==> src/rtl/s3g_pkg.sv <==
// Shared definitions for the s3g transmit path: arbiter state encoding and framing constants.
package s3g_pkg;

  localparam int         S3G_MAXLEN = 16;
  localparam logic [7:0] S3G_SYNC   = 8'hD5;

  typedef enum logic [2:0] {
    ARB_IDLE       = 3'd0,
    ARB_SELECT     = 3'd1,
    ARB_ISSUE      = 3'd2,
    ARB_WAIT_START = 3'd3,
    ARB_WAIT_END   = 3'd4
  } arb_state_e;

endpackage

==> src/rtl/s3g_tx_arbiter_rr_pick.sv <==
// Round-robin priority picker: first set request at or above ptr, else lowest set request.
module rr_pick #(
  parameter int N = 3
) (
  input  logic [N-1:0] req,
  input  logic [2:0]   ptr,
  output logic         valid,
  output logic [2:0]   idx
);

  // NOTE: defaults first so every path assigns every output and no latch is inferred.
  always_comb begin
    valid = 1'b0;
    idx   = '0;
    for (int i = 0; i < N; i++) begin
      if (!valid && req[i] && (3'(i) >= ptr)) begin
        valid = 1'b1;
        idx   = 3'(i);
      end
    end
    // Nothing at or above the pointer: wrap around to the lowest requester.
    for (int i = 0; i < N; i++) begin
      if (!valid && req[i]) begin
        valid = 1'b1;
        idx   = 3'(i);
      end
    end
  end

endmodule

==> src/rtl/s3g_tx_arbiter.sv <==
// Shares one s3g_tx transmitter between NREQ packet sources: source 0 has strict priority,
// the rest are served round-robin; one packet in flight, acked when tx_busy falls.
module s3g_tx_arbiter
  import s3g_pkg::*;
#(
  parameter int NREQ     = 3,
  parameter int MAXLEN   = S3G_MAXLEN,
  parameter int BUSY_TMO = 4
) (
  input  logic                clk,
  input  logic                rst,
  input  logic [NREQ-1:0]     req,
  input  logic [8*NREQ-1:0]   req_len,
  input  logic [128*NREQ-1:0] req_buf,
  output logic [NREQ-1:0]     req_ack,
  output logic [NREQ-1:0]     req_err,
  output logic                tx_packet_wr,
  output logic [7:0]          tx_payload_len,
  output logic [127:0]        tx_buf,
  input  logic                tx_busy,
  output logic [2:0]          grant_id,
  output logic                arb_busy
);

  arb_state_e      state, state_nxt;
  logic [2:0]      rr_ptr;
  logic [7:0]      tmo_cnt;
  logic            busy_q;
  logic [NREQ-1:0] rr_req;
  logic            pick_valid;
  logic [2:0]      pick_idx;
  logic            win_valid;
  logic [2:0]      winner;
  logic [7:0]      win_len;
  logic [127:0]    win_buf;
  logic            len_bad;
  logic            tmo_hit;
  logic            busy_fall;

  // Source 0 bypasses the rotation, so it is masked out of the round-robin picker.
  assign rr_req = {req[NREQ-1:1], 1'b0};

  rr_pick #(.N(NREQ)) u_rr_pick (
    .req   (rr_req),
    .ptr   (rr_ptr),
    .valid (pick_valid),
    .idx   (pick_idx)
  );

  assign win_valid = req[0] | pick_valid;
  assign winner    = req[0] ? 3'd0 : pick_idx;

  always_comb begin
    win_len = '0;
    win_buf = '0;
    for (int i = 0; i < NREQ; i++) begin
      if (3'(i) == winner) begin
        win_len = req_len[8*i +: 8];
        win_buf = req_buf[128*i +: 128];
      end
    end
  end

  assign len_bad   = win_valid && (win_len > 8'(MAXLEN));
  assign tmo_hit   = (tmo_cnt == 8'(BUSY_TMO));
  assign busy_fall = busy_q & ~tx_busy;

  // NOTE: async reset with non-blocking assignments; every register here has a defined reset value.
  always_ff @(posedge clk or posedge rst) begin
    if (rst) state <= ARB_IDLE;
    else     state <= state_nxt;
  end

  always_comb begin
    state_nxt = state;
    unique case (state)
      ARB_IDLE:       if ((|req) && !tx_busy) state_nxt = ARB_SELECT;
      ARB_SELECT:     state_nxt = (!win_valid || len_bad) ? ARB_IDLE : ARB_ISSUE;
      ARB_ISSUE:      state_nxt = ARB_WAIT_START;
      ARB_WAIT_START: begin
        if (tx_busy)      state_nxt = ARB_WAIT_END;
        else if (tmo_hit) state_nxt = ARB_IDLE;
      end
      ARB_WAIT_END:   if (busy_fall) state_nxt = ARB_IDLE;
      default:        state_nxt = ARB_IDLE;
    endcase
  end

  always_comb begin
    arb_busy     = (state != ARB_IDLE);
    tx_packet_wr = (state == ARB_ISSUE);
    req_ack      = '0;
    req_err      = '0;
    for (int i = 0; i < NREQ; i++) begin
      if (state == ARB_SELECT && len_bad && 3'(i) == winner)
        req_err[i] = 1'b1;
      if (state == ARB_WAIT_START && !tx_busy && tmo_hit && 3'(i) == grant_id)
        req_err[i] = 1'b1;
      if (state == ARB_WAIT_END && busy_fall && 3'(i) == grant_id)
        req_ack[i] = 1'b1;
    end
  end

  always_ff @(posedge clk or posedge rst) begin
    if (rst) begin
      grant_id       <= '0;
      tx_payload_len <= '0;
      tx_buf         <= '0;
      tmo_cnt        <= '0;
      busy_q         <= 1'b0;
      rr_ptr         <= 3'd1;
    end else begin
      busy_q <= tx_busy;
      // Captured once per grant and held until the next SELECT, so s3g_tx sees stable data.
      if (state == ARB_SELECT && win_valid) begin
        grant_id       <= winner;
        tx_payload_len <= win_len;
        tx_buf         <= win_buf;
      end
      if (state == ARB_ISSUE)
        tmo_cnt <= '0;
      else if (state == ARB_WAIT_START && !tmo_hit)
        tmo_cnt <= tmo_cnt + 8'd1;
      if (state == ARB_WAIT_END && busy_fall && grant_id != 3'd0)
        rr_ptr <= (grant_id >= 3'(NREQ-1)) ? 3'd1 : grant_id + 3'd1;
    end
  end

endmodule

==> config.mk <==
export PLATFORM = sky130hd
export DESIGN_NAME = s3g_tx_arbiter
export DESIGN_NICKNAME = d
export VERILOG_FILES = /design/src/rtl/s3g_pkg.sv /design/src/rtl/s3g_tx_arbiter_rr_pick.sv /design/src/rtl/s3g_tx_arbiter.sv
export SDC_FILE = /design/constraint.sdc
export NUM_CORES = 1
export LEC_CHECK = 0
export BUFFER_PORTS_ARGS = -buffer_cell sky130_fd_sc_hd__buf_2
export CAP_MARGIN = 20
export CORE_AREA = 2 2 216 218
export CTS_CLUSTER_DIAMETER = 80
export CTS_CLUSTER_SIZE = 30
export DETAILED_ROUTE_END_ITERATION = 10
export DIE_AREA = 0 0 218 220
export SYNTH_ARGS = -nofsm -noshare
export SYNTH_HDL_FRONTEND = slang
export SYNTH_SLANG_ARGS = --single-unit
==> constraint.sdc <==
create_clock -name clk -period 4.03 [get_ports clk]
set_input_delay 0 -clock clk [delete_from_list [all_inputs] [get_ports clk]]
set_output_delay 0 -clock clk [all_outputs]
set_load 0.01 [all_outputs]
Yosys cells after proc, flatten, opt, wreduce, memory -nomap -nowiden
Index checks and enable logic that the tools add are counted.
{"block": "totals", "output_inout_bits": 147, "inputBits": 414, "ff_bits": 154}
{"block": "op_classes", "add_sub_neg": 2, "eq_ne": 12, "magnitude_cmp": 4, "reduce_logical": 38, "bitwise_logic": 3, "n_mux": 33}
{"cell": "128-bit 2-to-1 mux", "count": 3}
{"cell": "8-bit 2-to-1 mux", "count": 5}
{"cell": "1-bit logical AND", "count": 23}
{"cell": "3-bit 2-to-1 mux", "count": 6}
{"cell": "3-bit one-hot mux with 5 select lines", "count": 1}
{"cell": "1-bit 2-to-1 mux", "count": 14}
{"cell": "3-bit logical NOT", "count": 3}
{"cell": "8-bit by 1-bit adder with 8-bit output, second input constant", "count": 1}
{"cell": "8-bit by 3-bit equality test with 1-bit output, second input constant", "count": 1}
{"cell": "8-bit by 5-bit greater-than comparator with 1-bit output, second input constant", "count": 1}
{"cell": "2-bit 2-to-1 mux", "count": 4}
{"cell": "1-bit by 3-bit equality test with 1-bit output, first input constant", "count": 2}
{"cell": "2-bit by 3-bit equality test with 1-bit output, first input constant", "count": 2}
{"cell": "3-bit by 2-bit equality test with 1-bit output, second input constant", "count": 2}
{"cell": "1-bit logical NOT", "count": 6}
{"cell": "3-bit nonzero test", "count": 2}
{"cell": "2-bit inequality test, second input constant", "count": 2}
{"cell": "3-bit by 1-bit adder with 3-bit output, second input constant", "count": 1}
{"cell": "3-bit by 1-bit equality test with 1-bit output, second input constant", "count": 1}
{"cell": "3-bit equality test, second input constant", "count": 1}
{"cell": "1-bit by 3-bit >= comparator with 1-bit output, first input constant", "count": 1}
{"cell": "2-bit by 3-bit >= comparator with 1-bit output, first input constant", "count": 1}
{"cell": "3-bit by 2-bit >= comparator with 1-bit output, second input constant", "count": 1}
{"cell": "3-bit inequality test, second input constant", "count": 1}
{"cell": "other kinds (7)", "count": 7}

Logic depth before layout (Yosys ltp)
Gate-level depths: netlist (run 1).
{"block": "logic_depth", "depth_word": 24, "mapped_depth": 7, "ltp_nobuf": 7}

By module
A second synthesis (run 1) with hierarchy kept.
{"block": "unflattened", "hier_cells": 815, "hier_area_um2": 7810.0}
{"mod": "s3g_tx_arbiter", "n_inst": 1, "area_each_um2": 7726.2, "seq_area_each_um2": 3854.9, "cells_per_inst": 804}
{"mod": "rr_pick", "n_inst": 1, "area_each_um2": 83.8, "seq_area_each_um2": 0.0, "cells_per_inst": 11}

Worst setup path after synthesis (run 1)
OpenSTA, ideal clock, no wires.
{"block": "synth_path", "path_kind": "register -> register", "from": "register rr_ptr[0]", "to": "register state[1]", "slack_ns": 2.235, "path_stages_with_launch": 7, "n_path_buf": 1, "required_time_ns": 3.938, "arrival_time_ns": 1.703, "path_cell_list": "dfstp_2 > or3b_4 > a21o_1 > buf_6 > mux2_4 > o21a_1 > o31ai_2"}
{"block": "synth_between", "elab_chain_cells": 23, "word_cells_on_any_way": 32, "classes_between": "order compare: 3; eq/ne: 2; mux: 14; bitwise: 1; reduce/logical: 12"}
{"element": "start, declared", "line_no": "s3g_tx_arbiter.sv:26", "text": "logic [2:0] rr_ptr;"}
{"element": "start signal, assigned", "line_no": "s3g_tx_arbiter.sv:125", "text": "rr_ptr <= (grant_id >= 3'(NREQ-1)) ? 3'd1 : grant_id + 3'd1;"}
{"element": "1-bit by 3-bit >= comparator with 1-bit output", "line_no": "s3g_tx_arbiter_rr_pick.sv:16", "text": "if (!valid && req[i] && (3'(i) >= ptr)) begin"}
{"element": "1-bit logical AND", "line_no": "s3g_tx_arbiter_rr_pick.sv:16"}
{"element": "1-bit 2-to-1 mux", "line_no": "s3g_tx_arbiter_rr_pick.sv:16"}
{"element": "1-bit logical NOT", "line_no": "s3g_tx_arbiter_rr_pick.sv:16"}
{"element": "1-bit logical AND (2 in series)", "line_no": "s3g_tx_arbiter_rr_pick.sv:16"}
{"element": "1-bit 2-to-1 mux", "line_no": "s3g_tx_arbiter_rr_pick.sv:16"}
{"element": "1-bit logical NOT"}
{"element": "1-bit logical AND", "line_no": "s3g_tx_arbiter_rr_pick.sv:23", "text": "if (!valid && req[i]) begin"}
{"element": "[... 4 more ...]"}
{"element": "3-bit 2-to-1 mux", "line_no": "s3g_tx_arbiter.sv:51", "text": "assign winner = req[0] ? 3'd0 : pick_idx;"}
{"element": "3-bit logical NOT", "line_no": "s3g_tx_arbiter.sv:57", "text": "if (3'(i) == winner) begin"}
{"element": "8-bit 2-to-1 mux (3 in series)", "line_no": "s3g_tx_arbiter.sv:57"}
{"element": "8-bit by 5-bit greater-than comparator with 1-bit output", "line_no": "s3g_tx_arbiter.sv:64", "text": "assign len_bad = win_valid && (win_len > 8'(MAXLEN));"}
{"element": "1-bit logical AND", "line_no": "s3g_tx_arbiter.sv:64"}
{"element": "1-bit logical OR *", "line_no": "s3g_tx_arbiter.sv:78", "text": "ARB_SELECT: state_nxt = (!win_valid || len_bad) ? ARB_IDLE : ARB_ISSUE;"}
{"element": "2-bit 2-to-1 mux *", "line_no": "s3g_tx_arbiter.sv:78"}
{"element": "3-bit one-hot mux with 5 select lines *", "line_no": "s3g_tx_arbiter.sv:76", "text": "unique case (state)"}
{"element": "end signal, assigned", "line_no": "s3g_tx_arbiter.sv:71", "text": "else state <= state_nxt;"}
{"element": "end, declared", "line_no": "s3g_tx_arbiter.sv:25", "text": "arb_state_e state, state_nxt;"}
Every way passes the cells marked *; elsewhere a longest branch is shown, timed or not.
A chain may end at the register's enable or synchronous reset.

Final worst setup path (run 1)
{"block": "layout_path", "from": "register rr_ptr[2]", "to": "register tx_buf[106]"}
{"block": "layout_between", "elab_chain_cells": 18, "word_cells_on_any_way": 27, "classes_between": "order compare: 2; eq/ne: 2; mux: 12; bitwise: 1; reduce/logical: 10"}
{"element": "1-bit by 3-bit >= comparator with 1-bit output", "line_no": "s3g_tx_arbiter_rr_pick.sv:16"}
{"element": "1-bit logical AND", "line_no": "s3g_tx_arbiter_rr_pick.sv:16"}
{"element": "1-bit 2-to-1 mux", "line_no": "s3g_tx_arbiter_rr_pick.sv:16"}
{"element": "1-bit logical NOT", "line_no": "s3g_tx_arbiter_rr_pick.sv:16"}
{"element": "1-bit logical AND (2 in series)", "line_no": "s3g_tx_arbiter_rr_pick.sv:16"}
{"element": "1-bit 2-to-1 mux", "line_no": "s3g_tx_arbiter_rr_pick.sv:16"}
{"element": "1-bit logical NOT"}
{"element": "1-bit logical AND", "line_no": "s3g_tx_arbiter_rr_pick.sv:23"}
{"element": "1-bit 2-to-1 mux", "line_no": "s3g_tx_arbiter_rr_pick.sv:23"}
{"element": "1-bit logical NOT", "line_no": "s3g_tx_arbiter_rr_pick.sv:23"}
{"element": "1-bit logical AND", "line_no": "s3g_tx_arbiter_rr_pick.sv:23"}
{"element": "2-bit 2-to-1 mux", "line_no": "s3g_tx_arbiter_rr_pick.sv:23"}
{"element": "3-bit 2-to-1 mux", "line_no": "s3g_tx_arbiter.sv:51"}
{"element": "3-bit logical NOT", "line_no": "s3g_tx_arbiter.sv:57"}
{"element": "128-bit 2-to-1 mux (3 in series)", "line_no": "s3g_tx_arbiter.sv:57"}
{"element": "end signal, assigned", "line_no": "s3g_tx_arbiter.sv:118", "text": "tx_buf <= win_buf;"}
{"element": "end, declared", "line_no": "s3g_tx_arbiter.sv:19", "text": "output logic [127:0] tx_buf,"}
Several ways; a longest one is shown, not always the timed one.

==> impl_metrics.prom, run 1 <==
# TYPE chip_impl_metric gauge
chip_impl_info{name="outcome",value="complete, no violations"} 1
chip_impl_metric{name="wire_length_of_the_first_global_routing_pass",unit="µm"} 59000
chip_impl_metric{name="core-area",unit="µm²"} 45900
chip_impl_metric{name="slowest_delay",unit="ps"} 620
chip_impl_metric{name="yosys.cell_types.count",unit=""} 50
chip_impl_metric{name="total_switching_power",unit="mW"} 3.56
chip_impl_metric{name="dr.pass1.iters",unit=""} 5
chip_impl_metric{name="route.detailed.vias_per_inst",unit=""} 4.77
chip_impl_metric{name="antenna_violations_before_repair",unit=""} 7
chip_impl_info{name="timing.critical_path.slowest_stage_cell",value="dlygate4sd3_1"} 1
chip_impl_metric{name="nNetsFinal",unit=""} 2113
chip_impl_info{name="tritoncts",value="yes"} 1
chip_impl_metric{name="synth_area",unit="µm²"} 7970
chip_impl_info{name="hold-path-endpoint",value="state[0]$_DFFE_PP0P_"} 1
chip_impl_metric{name="crit_fanout",unit=""} 73
chip_impl_metric{name="tns",unit="ps"} 0
chip_impl_metric{name="htreeDepth",unit=""} 4
chip_impl_metric{name="post-route-worst-setup-slack",unit="ps"} 767
chip_impl_metric{name="timing.slew.headroom",unit="%"} 28.7
chip_impl_metric{name="gpl_wtd_cong",unit=""} 0.870
chip_impl_metric{name="clkLatencyLatePin",unit="ps"} 480
chip_impl_metric{name="asyncSetResetFlopFracSynth",unit="%"} 100
chip_impl_metric{name="numClockSinks",unit=""} 153
chip_impl_metric{name="pin_count_of_the_biggest_net_entering_global_routing",unit=""} 154
chip_impl_metric{name="finalSetupViolations",unit=""} 0
chip_impl_info{name="timing.rr.end",value="tx_buf[106]$_DFFE_PP0P_"} 1
chip_impl_metric{name="gr_overflow_total",unit=""} 0
chip_impl_metric{name="numCtsBuffers",unit=""} 17
chip_impl_info{name="critical_path.startpoint_type",value="flop"} 1
chip_impl_metric{name="die_height",unit="µm"} 220
chip_impl_metric{name="total_nets_after_synthesis",unit=""} 1312
chip_impl_metric{name="grt_use_met2",unit="%"} 26.5
chip_impl_metric{name="place_worst_setup_slack",unit="ps"} 1630
chip_impl_info{name="cp_class",value="reg -> reg"} 1
chip_impl_metric{name="power_density_over_the_cells",unit="nW/µm²"} 620
chip_impl_metric{name="post-route-cell-area",unit="µm²"} 14900
chip_impl_metric{name="worst_hold_path.num_cells",unit=""} 5
chip_impl_info{name="critPathMostFrequentCell",value="dlygate4sd3_1"} 1
chip_impl_info{name="yosys_most_used_dff",value="dfrtp_1"} 1
chip_impl_metric{name="use_met1",unit="%"} 18.9
chip_impl_metric{name="ir_worst_vdd",unit="µV"} 328
chip_impl_metric{name="muxShareOfSynthArea",unit="%"} 0.722
chip_impl_metric{name="detail-route-antenna-nets",unit=""} 0
chip_impl_metric{name="yosysWarnings",unit=""} 0
chip_impl_metric{name="post_synth_xor_area_fraction",unit="%"} 0.770
chip_impl_metric{name="synth_edf_count",unit=""} 0
chip_impl_metric{name="achievable-frequency",unit="GHz"} 0.306
chip_impl_metric{name="post_cts_resized",unit=""} 0
chip_impl_metric{name="ys_ff_latch",unit=""} 153
chip_impl_metric{name="fin_worst_skew",unit="ps"} 23.8
chip_impl_metric{name="fillerInstances",unit=""} 4707
chip_impl_info{name="timing.critical_path.max_delay_family",value="buffers and inverters"} 1
chip_impl_info{name="synth_top_family_by_area",value="compound AO/OA/AOI/OAI gates"} 1
chip_impl_metric{name="residual_drc_count",unit=""} 0
chip_impl_metric{name="power.sequential.fraction",unit="%"} 29.0
chip_impl_metric{name="cts_hold_repair.buffers",unit=""} 303
chip_impl_metric{name="buffer_ports.inserted",unit=""} 559
chip_impl_metric{name="rrSetupSlack",unit="ps"} 770
chip_impl_metric{name="syn_avg_cell_area",unit="µm²"} 8.89
chip_impl_info{name="grt-busiest-layer",value="met2"} 1
chip_impl_metric{name="worst-path-buf-inv",unit=""} 3
chip_impl_metric{name="clock_tree.buffer_depth",unit=""} 2
chip_impl_metric{name="floorplan.rows",unit=""} 79
chip_impl_info{name="crit-reg2reg-launch",value="rr_ptr[2]$_DFFE_PP0P_"} 1
chip_impl_metric{name="area_growth",unit="%"} 87.5
chip_impl_metric{name="finalCriticalPeriod",unit="ps"} 3260
chip_impl_metric{name="drt-wirelength-per-cell",unit="µm"} 17.4
chip_impl_metric{name="timing_worst_slew_pin_value",unit="ps"} 1060
chip_impl_metric{name="placed_cell_area",unit="µm²"} 11300
chip_impl_metric{name="multi_input_gate_area",unit="µm²"} 3760
chip_impl_info{name="cts_root_buffer",value="clkbuf_16"} 1
chip_impl_metric{name="worst-endpoint-arrival",unit="ps"} 3680
chip_impl_metric{name="final-hold-violation-count",unit=""} 0
chip_impl_metric{name="die_area",unit="µm²"} 48000
chip_impl_info{name="setup_repair_after_global_routing_missed_its_margin",value="no"} 1
chip_impl_metric{name="required",unit="ps"} 4440
chip_impl_metric{name="post_route_cells_drive_above_1_share",unit="%"} 36.1
chip_impl_metric{name="power_leakage",unit="nW"} 7.08
chip_impl_metric{name="synthCells",unit=""} 896
chip_impl_info{name="cp_cell_sequence",value="or3b_4 > a21oi_4 > buf_4 > a221oi_1 > dlygate4sd3_1 > o21ai_0 > dlygate4sd3_1"} 1
chip_impl_metric{name="die_width",unit="µm"} 218
chip_impl_metric{name="swShare",unit="%"} 38.4
chip_impl_metric{name="detailedPlacementHpwl",unit="µm"} 27000
chip_impl_metric{name="postCtsSetupRepairBufs",unit=""} 0
chip_impl_metric{name="grt_pass1_vias",unit=""} 10571
chip_impl_metric{name="power_frac_comb",unit="%"} 52.9
chip_impl_metric{name="boundaryPins",unit=""} 561
chip_impl_info{name="worst_hold_startpoint",value="req[2]"} 1
chip_impl_metric{name="ff_latch_area",unit="µm²"} 3830
chip_impl_info{name="setup.worst_path.end_class",value="flop"} 1
chip_impl_metric{name="grt_util_met3",unit="%"} 4.68
chip_impl_metric{name="floorplan.initialDensity",unit="%"} 17.4
chip_impl_metric{name="timing.hold.ws",unit="ps"} 132
chip_impl_metric{name="dr.first_iter.drc_count",unit=""} 620
chip_impl_metric{name="power.share.clock",unit="%"} 18.1
chip_impl_metric{name="synth-simple-area-share",unit="%"} 11.0
chip_impl_metric{name="synth_fa_ha_area_share",unit="%"} 0.314
chip_impl_metric{name="grt_use_total",unit="%"} 16.0
chip_impl_metric{name="post_route_clock_period_utilization",unit="%"} 81.0
chip_impl_metric{name="wl",unit="µm"} 40400
chip_impl_info{name="worst_hold_path_type",value="in -> reg"} 1
chip_impl_metric{name="clk_transition_reported_paths",unit="ps"} 60
chip_impl_metric{name="final_max_slew_viol_count",unit=""} 0
chip_impl_metric{name="route.vias.total",unit=""} 11065
chip_impl_metric{name="synth-compound-area-share",unit="%"} 33.9
chip_impl_metric{name="max_cap_viol_count",unit=""} 0
chip_impl_metric{name="worstRegToRegCells",unit=""} 7
chip_impl_metric{name="seq_area_frac_synth",unit="%"} 48.1
chip_impl_metric{name="p_int",unit="mW"} 5.70
[layout make-up]
class / instances / area share (%)
diodes: 3 / 0.0503
clock buffers: 23 / 3.27
clock inverters: 9 / 0.771
inverters: 5 / 0.151
multi-input cells: 645 / 25.2
flip-flops and latches: 153 / 25.6
well taps: 607 / 5.09
repair buffers: 875 / 39.8
[cell usage in the layout, fill, tap and decap left out, drive strengths merged, types with 2 or more instances in the layout]
master / synthesis / final
inv: 5 / 4
and3: 2 / 2
a21o: 2 / 2
bufinv: 0 / 2
a221oi: 133 / 133
nor3b: 2 / 2
xnor2: 2 / 2
nor3: 12 / 12
nand2: 150 / 150
o21a: 2 / 2
ha: 2 / 2
clkinv: 0 / 5
a211oi: 2 / 2
nor4b: 2 / 2
nor2: 15 / 15
buf: 35 / 572
diode: 0 / 3
xor2: 5 / 5
o21ai: 270 / 270
dfrtp: 152 / 152
clkbuf: 58 / 23
o21bai: 2 / 2
nand3: 5 / 5
nand4: 3 / 3
clkinvlp: 0 / 3
a32oi: 2 / 2
mux2: 3 / 3
o211ai: 2 / 2
nand3b: 3 / 3
mux2i: 2 / 2
dlygate4sd3: 0 / 303
a21oi: 7 / 7
nand2b: 2 / 2
[registers in the layout (all words and copies together) (netlist names)]
signal	count
state	3
rr_ptr	3
tmo_cnt	8
tx_buf	128
tx_payload_len	8
busy_q	1
grant_id	2
[worst reg2reg max path, delay by kind of cell, from the launching register on]
family	cells	cell delay (ps)
AO/OA/AOI/OAI	3	600
AND/OR/NAND/NOR	1	420
flip-flops	1	400
buffers and inverters	3	1800
[metrics by stage]
stage               std cells  total power, mW  utilization, %
global placement         1981             6.03            24.6
global route             2320             9.93            32.6
detailed placement       1981             6.10            24.6
floorplan                 896             4.52               -
CTS                      2316             9.23            32.5
finish                   2320             9.26            32.6
[power by group through the flow]
| stage | clock, mW | combinational [mW] | sequential, mW |
|---|---|---|---|
| 2_1_floorplan | 0 | 1.58 | 2.94 |
| 3_3_place_gp | 0 | 3.37 | 2.66 |
| 3_5_place_dp | 0 | 3.42 | 2.68 |
| 4_1_cts | 1.75 | 4.81 | 2.67 |
| 5_1_grt | 1.80 | 5.37 | 2.76 |
| 6_report | 1.68 | 4.90 | 2.68 |
[cells by family after synthesis]
family                   Yosys count
AO/OA/AOI/OAI                    428
AND/OR/NAND/NOR                  202
flip-flops                       153
buffers and inverters             98
XOR/XNOR                           7
multiplexers                       5
adder cells (fa/ha/maj)            2
other                              1
[worst max-delay path by stage]
| stage | depth (start not counted) | end | startpoint | slack [ps] |
|---|---|---|---|---|
| finish | 7 | tx_buf[106]$_DFFE_PP0P_ | rr_ptr[2]$_DFFE_PP0P_ | 770 |
| CTS | 7 | tx_buf[16]$_DFFE_PP0P_ | rr_ptr[2]$_DFFE_PP0P_ | 850 |
| global route | 7 | tx_buf[106]$_DFFE_PP0P_ | rr_ptr[2]$_DFFE_PP0P_ | 640 |
| floorplan | 1 | busy_q$_DFF_PP0_ | rst | 2100 |
| detailed placement | 7 | req_err[1] | rr_ptr[2]$_DFFE_PP0P_ | 1630 |
| global placement | 7 | req_err[1] | rr_ptr[2]$_DFFE_PP0P_ | 1730 |
[layer usage]
layer | wire, µm | vias to the layer above
met4 | 1390 | 6
met2 | 19600 | 675
met1 | 16100 | 5295
met5 | 28 | -
met3 | 3290 | 101
li1 | - | 4988
[cells in the mapped netlist, types with 3 or more instances]
cell        n  area, µm²
a21oi_1     7       35.0
a221oi_1  133       1160
buf_2      31        155
clkbuf_1   58        218
dfrtp_1   152       3800
inv_1       5       18.8
nand2_1   150        563
nand3_1     5       25.0
nand3b_1    3       22.5
nand4_1     3       18.8
nor2_1     14       52.6
nor3_1     11       55.1
o21ai_0   244       1220
o21ai_1    26        130
xor2_1      5       43.8
Note: power is estimated with default switching activity, not from simulation.
==> run 2, diff against run 1 <==
- clock period: 4.03 -> 2.9 ns (I/O delays scaled with it)
==> impl_metrics.prom, run 2 (synthesis results as in run 1) <==
# TYPE chip_impl_metric gauge
chip_impl_metric{name="p_int",unit="mW"} 7.60
chip_impl_info{name="setup_repair_after_global_routing_missed_its_margin",value="no"} 1
chip_impl_metric{name="timing.slew.headroom",unit="%"} 28.8
chip_impl_metric{name="final_max_slew_viol_count",unit=""} 0
chip_impl_info{name="cts_root_buffer",value="clkbuf_16"} 1
chip_impl_metric{name="max_cap_viol_count",unit=""} 0
chip_impl_metric{name="clock_tree.buffer_depth",unit=""} 2
chip_impl_info{name="cp_class",value="reg -> reg"} 1
chip_impl_metric{name="largest_register_ff_count",unit=""} 128
chip_impl_metric{name="core-area",unit="µm²"} 45900
chip_impl_metric{name="antenna_violations_before_repair",unit=""} 5
chip_impl_metric{name="finalSetupViolations",unit=""} 0
chip_impl_metric{name="postCtsSetupRepairBufs",unit=""} 0
chip_impl_metric{name="numClockSinks",unit=""} 153
chip_impl_metric{name="htreeDepth",unit=""} 4
chip_impl_metric{name="route.vias.total",unit=""} 11063
chip_impl_metric{name="achievable-frequency",unit="GHz"} 0.372
chip_impl_metric{name="residual_drc_count",unit=""} 0
chip_impl_metric{name="dr.first_iter.drc_count",unit=""} 671
chip_impl_metric{name="wl",unit="µm"} 41200
chip_impl_info{name="critical_path.startpoint_type",value="flop"} 1
chip_impl_metric{name="finalCriticalPeriod",unit="ps"} 2690
chip_impl_metric{name="worst-endpoint-arrival",unit="ps"} 3100
chip_impl_metric{name="detail-route-antenna-nets",unit=""} 0
chip_impl_metric{name="floorplan.rows",unit=""} 79
chip_impl_info{name="setup.worst_path.end_class",value="flop"} 1
chip_impl_metric{name="tns",unit="ps"} 0
chip_impl_metric{name="final-hold-violation-count",unit=""} 0
chip_impl_metric{name="gr_overflow_total",unit=""} 0
chip_impl_metric{name="post-route-worst-setup-slack",unit="ps"} 213
chip_impl_info{name="outcome",value="complete, no violations"} 1
chip_impl_metric{name="power_frac_comb",unit="%"} 51.6
chip_impl_metric{name="route.detailed.vias_per_inst",unit=""} 4.76
chip_impl_metric{name="nNetsFinal",unit=""} 2118
chip_impl_metric{name="ir_worst_vdd",unit="µV"} 531
chip_impl_metric{name="detailedPlacementHpwl",unit="µm"} 27800
chip_impl_metric{name="total_switching_power",unit="mW"} 4.86
chip_impl_metric{name="grt_pass1_vias",unit=""} 11079
chip_impl_info{name="layout_commonest_cell",value="buf_2"} 1
chip_impl_metric{name="crit_fanout",unit=""} 72
chip_impl_metric{name="swShare",unit="%"} 39.0
chip_impl_metric{name="timing.hold.ws",unit="ps"} 67.8
chip_impl_metric{name="power_leakage",unit="nW"} 7.08
chip_impl_metric{name="clk_transition_reported_paths",unit="ps"} 60
chip_impl_metric{name="fin_worst_skew",unit="ps"} 9.12
chip_impl_metric{name="dr.pass1.iters",unit=""} 5
chip_impl_metric{name="power.share.clock",unit="%"} 18.2
chip_impl_metric{name="die_height",unit="µm"} 220
chip_impl_metric{name="boundaryPins",unit=""} 561
chip_impl_metric{name="grt_use_total",unit="%"} 16.4
chip_impl_info{name="top_register",value="tx_buf"} 1
chip_impl_metric{name="area_growth",unit="%"} 88.4
chip_impl_metric{name="drt-wirelength-per-cell",unit="µm"} 17.7
chip_impl_metric{name="gpl_wtd_cong",unit=""} 0.883
chip_impl_metric{name="post_route_clock_period_utilization",unit="%"} 92.7
chip_impl_metric{name="die_width",unit="µm"} 218
chip_impl_metric{name="numCtsBuffers",unit=""} 17
chip_impl_metric{name="wire_length_of_the_first_global_routing_pass",unit="µm"} 60400
chip_impl_metric{name="die_area",unit="µm²"} 48000
chip_impl_metric{name="rrSetupSlack",unit="ps"} 210
chip_impl_metric{name="post_route_cells_drive_above_1_share",unit="%"} 35.9
chip_impl_metric{name="floorplan.initialDensity",unit="%"} 17.4
chip_impl_metric{name="buffer_ports.inserted",unit=""} 559
chip_impl_metric{name="place_worst_setup_slack",unit="ps"} 667
chip_impl_metric{name="pin_count_of_the_biggest_net_entering_global_routing",unit=""} 153
chip_impl_metric{name="timing_worst_slew_pin_value",unit="ps"} 1070
chip_impl_info{name="tritoncts",value="yes"} 1
chip_impl_info{name="worst_hold_path_type",value="in -> reg"} 1
chip_impl_metric{name="required",unit="ps"} 3310
chip_impl_info{name="biggestRegsByFlops",value="tx_buf x128, tmo_cnt x8, tx_payload_len x8"} 1
chip_impl_metric{name="fillerInstances",unit=""} 4709
chip_impl_metric{name="power_density_over_the_cells",unit="nW/µm²"} 831
chip_impl_info{name="layout_common_cells",value="559 x buf_2, 306 x dlygate4sd3_1, 244 x o21ai_0, 152 x dfrtp_1, 150 x nand2_1"} 1
chip_impl_metric{name="post-route-util",unit="%"} 32.7
chip_impl_metric{name="power.sequential.fraction",unit="%"} 30.2
chip_impl_metric{name="clkLatencyLatePin",unit="ps"} 480
[run 2: changes by cell type in the layout (fill, tap and decap cells not counted), moves of 2 or more]
cell / before / now
buf_12: 2 / 6
clkinv_4: 4 / 0
dlygate4sd3_1: 303 / 306
buf_4: 10 / 8
clkbuf_1: 2 / 4
[run 2: area by class of cell]
class | instances | area (µm²) | area share [%]
antenna | 2 | 5.00 | 0.0334
tap | 607 | 759 | 5.06
clock buffer | 24 | 482 | 3.21
timing repair buffer | 880 | 6050 | 40.3
multi-input combinational | 645 | 3760 | 25.1
inverter | 5 | 22.5 | 0.150
sequential | 153 | 3830 | 25.5
clock inverter | 7 | 92.6 | 0.617
[run 2: routing by layer]
metal / track usage, % / vias up / routed length [µm]
met3: 4.89 / 115 / 3450
met4: 8.46 / 4 / 1580
li1: - / 4989 / -
met5: 0 / - / 21
met1: 18.7 / 5326 / 15900
met2: 27.7 / 629 / 20300
[run 2: worst paths after layout]
check / startpoint / endpoint / cells after the start
hold reg to reg: tx_payload_len[4]$_DFFE_PP0P_ / tx_payload_len[4]$_DFFE_PP0P_ / 2
hold / removal: req_len[2] / tx_payload_len[2]$_DFFE_PP0P_ / 5
min in group asynchronous: rst / tx_buf[49]$_DFFE_PP0P_ / 4
setup reg to reg: rr_ptr[2]$_DFFE_PP0P_ / tx_buf[108]$_DFFE_PP0P_ / 6
max in group asynchronous: rst / tx_buf[70]$_DFFE_PP0P_ / 5
setup / recovery: rr_ptr[2]$_DFFE_PP0P_ / tx_buf[108]$_DFFE_PP0P_ / 6
[run 2: repair_timing]
item | in CTS | in global routing
endpoints found under the hold margin | 292 | 0
setup endpoints to repair | 0 | 16
hold buffers | 306 | 0
gates resized for setup | 0 | 1
[run 2: metrics by stage]
| stage | cells | area, µm² | power, mW |
|---|---|---|---|
| floorplan | 896 | 7970 | 6.28 |
| global placement | 1984 | 11400 | 8.43 |
| detailed placement | 1984 | 11400 | 8.54 |
| CTS | 2321 | 15000 | 12.4 |
| global route | 2322 | 15000 | 13.4 |
| finish | 2323 | 15000 | 12.5 |
[run 2: power groups by stage]
stage | combinational (mW) | clock [mW] | sequential [mW]
after detailed placement | 4.77 | 0 | 3.77
final | 6.43 | 2.27 | 3.77
after CTS | 6.31 | 2.35 | 3.75
after global placement | 4.69 | 0 | 3.75
after global routing | 7.07 | 2.41 | 3.87
after floorplan | 2.20 | 0 | 4.09
[run 2: worst max-delay path, stage by stage, from the launching register on]
cell           delay, ps
dfrtp_1              400
or3b_4               410
a21oi_4              260
buf_6                480
a221oi_1             140
o21ai_0              240
dlygate4sd3_1        590
==> run 3, diff against run 2 <==
- CORE_AREA: 2 2 216 218 -> 2 2 218 220
- DIE_AREA: 0 0 218 220 -> 0 0 220 222
- clock period: 2.9 -> 3 ns (I/O delays scaled with it)
==> impl_metrics.prom, run 3 (synthesis results as in run 1) <==
# TYPE chip_impl_metric gauge
chip_impl_metric{name="detailedPlacementHpwl",unit="µm"} 27900
chip_impl_metric{name="numClockSinks",unit=""} 153
chip_impl_metric{name="ir_worst_vdd",unit="µV"} 431
chip_impl_metric{name="clock_tree.buffer_depth",unit=""} 2
chip_impl_metric{name="multi_input_gate_area",unit="µm²"} 3760
chip_impl_metric{name="power.sequential.fraction",unit="%"} 29.2
chip_impl_metric{name="power_density_over_the_cells",unit="nW/µm²"} 816
chip_impl_info{name="cp_class",value="reg -> reg"} 1
chip_impl_metric{name="clk_transition_reported_paths",unit="ps"} 60
chip_impl_metric{name="route.detailed.vias_per_inst",unit=""} 4.74
chip_impl_metric{name="buffer_ports.inserted",unit=""} 559
chip_impl_metric{name="route.vias.total",unit=""} 11073
chip_impl_metric{name="clkLatencyLatePin",unit="ps"} 470
chip_impl_metric{name="gpl_wtd_cong",unit=""} 0.930
chip_impl_metric{name="pin_count_of_the_biggest_net_entering_global_routing",unit=""} 139
chip_impl_metric{name="tns",unit="ps"} 0
chip_impl_metric{name="power_frac_comb",unit="%"} 51.7
chip_impl_metric{name="nNetsFinal",unit=""} 2128
chip_impl_metric{name="dr.pass1.iters",unit=""} 5
chip_impl_metric{name="total_switching_power",unit="mW"} 4.71
chip_impl_metric{name="required",unit="ps"} 3400
chip_impl_metric{name="htreeDepth",unit=""} 4
chip_impl_metric{name="finalSetupViolations",unit=""} 0
chip_impl_metric{name="worst_hold_path.num_cells",unit=""} 5
chip_impl_metric{name="crit_fanout",unit=""} 33
chip_impl_metric{name="die_area",unit="µm²"} 48800
chip_impl_metric{name="achievable-frequency",unit="GHz"} 0.346
chip_impl_metric{name="worst-endpoint-arrival",unit="ps"} 3290
chip_impl_metric{name="antenna_violations_before_repair",unit=""} 10
chip_impl_info{name="hold-path-endpoint",value="tx_payload_len[2]$_DFFE_PP0P_"} 1
chip_impl_metric{name="power_leakage",unit="nW"} 7.18
chip_impl_metric{name="post_route_clock_period_utilization",unit="%"} 96.4
chip_impl_metric{name="core-area",unit="µm²"} 46300
chip_impl_metric{name="post-route-cell-area",unit="µm²"} 15200
chip_impl_metric{name="wl",unit="µm"} 40800
chip_impl_metric{name="timing.hold.ws",unit="ps"} 86.6
chip_impl_info{name="crit-reg2reg-launch",value="rr_ptr[2]$_DFFE_PP0P_"} 1
chip_impl_info{name="worst_hold_path_type",value="in -> reg"} 1
chip_impl_info{name="critical_path.startpoint_type",value="flop"} 1
chip_impl_info{name="worst_hold_startpoint",value="req_len[2]"} 1
chip_impl_metric{name="floorplan.initialDensity",unit="%"} 17.2
chip_impl_info{name="tritoncts",value="yes"} 1
chip_impl_metric{name="die_width",unit="µm"} 220
chip_impl_info{name="layout_commonest_cell",value="buf_2"} 1
chip_impl_metric{name="residual_drc_count",unit=""} 0
chip_impl_info{name="cts_root_buffer",value="clkbuf_16"} 1
chip_impl_metric{name="grt_use_total",unit="%"} 16.0
chip_impl_info{name="biggestRegsByFlops",value="tx_buf x128, tmo_cnt x8, tx_payload_len x8"} 1
chip_impl_metric{name="area_growth",unit="%"} 90.8
chip_impl_metric{name="timing.slew.headroom",unit="%"} 42.2
chip_impl_info{name="setup_repair_after_global_routing_missed_its_margin",value="no"} 1
chip_impl_metric{name="dr.first_iter.drc_count",unit=""} 720
chip_impl_metric{name="p_int",unit="mW"} 7.69
chip_impl_metric{name="fillerInstances",unit=""} 4713
chip_impl_metric{name="fin_worst_skew",unit="ps"} 9.65
chip_impl_metric{name="boundaryPins",unit=""} 561
chip_impl_metric{name="wire_length_of_the_first_global_routing_pass",unit="µm"} 59500
chip_impl_metric{name="drt-wirelength-per-cell",unit="µm"} 17.5
chip_impl_info{name="setup.worst_path.end_class",value="flop"} 1
chip_impl_metric{name="max_cap_viol_count",unit=""} 0
chip_impl_metric{name="ff_latch_area",unit="µm²"} 3830
chip_impl_info{name="top_register",value="tx_buf"} 1
chip_impl_info{name="timing.rr.end",value="tx_buf[64]$_DFFE_PP0P_"} 1
chip_impl_metric{name="timing_worst_slew_pin_value",unit="ps"} 865
chip_impl_metric{name="placed_cell_area",unit="µm²"} 11400
chip_impl_metric{name="largest_register_ff_count",unit=""} 128
chip_impl_info{name="layout_common_cells",value="559 x buf_2, 309 x dlygate4sd3_1, 244 x o21ai_0, 152 x dfrtp_1, 150 x nand2_1"} 1
chip_impl_metric{name="final_max_slew_viol_count",unit=""} 0
chip_impl_metric{name="rrSetupSlack",unit="ps"} 110
chip_impl_metric{name="post-layout-total-power",unit="mW"} 12.4
chip_impl_metric{name="numCtsBuffers",unit=""} 17
chip_impl_metric{name="floorplan.rows",unit=""} 79
chip_impl_metric{name="post_route_cells_drive_above_1_share",unit="%"} 36.3
chip_impl_metric{name="finalCriticalPeriod",unit="ps"} 2890
chip_impl_metric{name="detail-route-antenna-nets",unit=""} 0
chip_impl_metric{name="gr_overflow_total",unit=""} 0
chip_impl_metric{name="swShare",unit="%"} 38.0
chip_impl_metric{name="final-hold-violation-count",unit=""} 0
chip_impl_info{name="outcome",value="complete, no violations"} 1
chip_impl_metric{name="grt_pass1_vias",unit=""} 10976
chip_impl_metric{name="die_height",unit="µm"} 222
chip_impl_metric{name="power.share.clock",unit="%"} 19.1
chip_impl_metric{name="worstRegToRegCells",unit=""} 7
==> run 3: changes by cell type in the layout (fill, tap and decap cells not counted), sizes merged <==
cell / delta
clkinvlp: -1
clkbuf: -5
clkinv: +3
bufinv: +3
buf: +6
dlygate4sd3: +3
diode: +4
==> run 3: metrics by stage <==
step                cells  worst slack (ps)  util [%]
floorplan             896              1070         -
global placement     1988               874      24.7
detailed placement   1988               815      24.7
CTS                  2327              82.5      32.7
global route         2336              10.2      32.9
finish               2336               108      32.9
==> run 3: how the worst max path moves through the flow <==
stage,to,from,slack [ps],cells past startpoint
3_5_place_dp,tx_buf[119]$_DFFE_PP0P_,rr_ptr[2]$_DFFE_PP0P_,810,5
4_1_cts,tx_buf[125]$_DFFE_PP0P_,rr_ptr[2]$_DFFE_PP0P_,80,7
3_3_place_gp,tx_buf[119]$_DFFE_PP0P_,rr_ptr[2]$_DFFE_PP0P_,870,5
6_report,tx_buf[64]$_DFFE_PP0P_,rr_ptr[2]$_DFFE_PP0P_,110,7
2_1_floorplan,busy_q$_DFF_PP0_,rst,1070,1
5_1_grt,tx_buf[37]$_DFFE_PP0P_,rr_ptr[0]$_DFFE_PP1P_,10,7
==> run 3: cell type report <==
cell class / instances / share of cell area (%)
flip-flops and latches: 153 / 25.2
inverters: 5 / 0.148
diodes: 6 / 0.0988
clock inverters: 12 / 1.33
well taps: 607 / 5.00
multi-input cells: 645 / 24.8
repair buffers: 890 / 40.6
clock buffers: 18 / 2.82
==> run 3: worst max-delay path: stages (launching register included) <==
cell and delay (ps):
dfrtp_1 390, or3b_4 410, a21oi_4 270, buf_12 240, a221oi_1 90, dlygate4sd3_1 610, o21ai_0 190, dlygate4sd3_1 590
==> run 3: timing repair <==
action | 4_1_cts | 5_1_grt
endpoints found under the hold margin | 169 | 0
setup endpoints to repair | 0 | 15
buffers inserted | 0 | 2
hold buffers | 309 | 0
gates resized for setup | 0 | 1
==> run 3: metal layers <==
layer / global-route usage (%) / vias to the layer above / share of wire, % / routed length (µm)
met2: 25.8 / 664 / 47 / 19000
met4: 10.8 / 6 / 5.7 / 2320
met1: 17.6 / 5269 / 39 / 15800
met3: 5.43 / 121 / 9.0 / 3690
met5: 0 / - / 0.081 / 33
li1: - / 5013 / - / -
==> run 3: power groups by stage <==
stage,Clock (mW),Sequential (mW),Combinational (mW)
6_report,2.37,3.62,6.40
3_5_place_dp,0,3.61,4.66
5_1_grt,2.54,3.71,7.03
2_1_floorplan,0,3.95,2.12
4_1_cts,2.46,3.60,6.32
3_3_place_gp,0,3.60,4.55
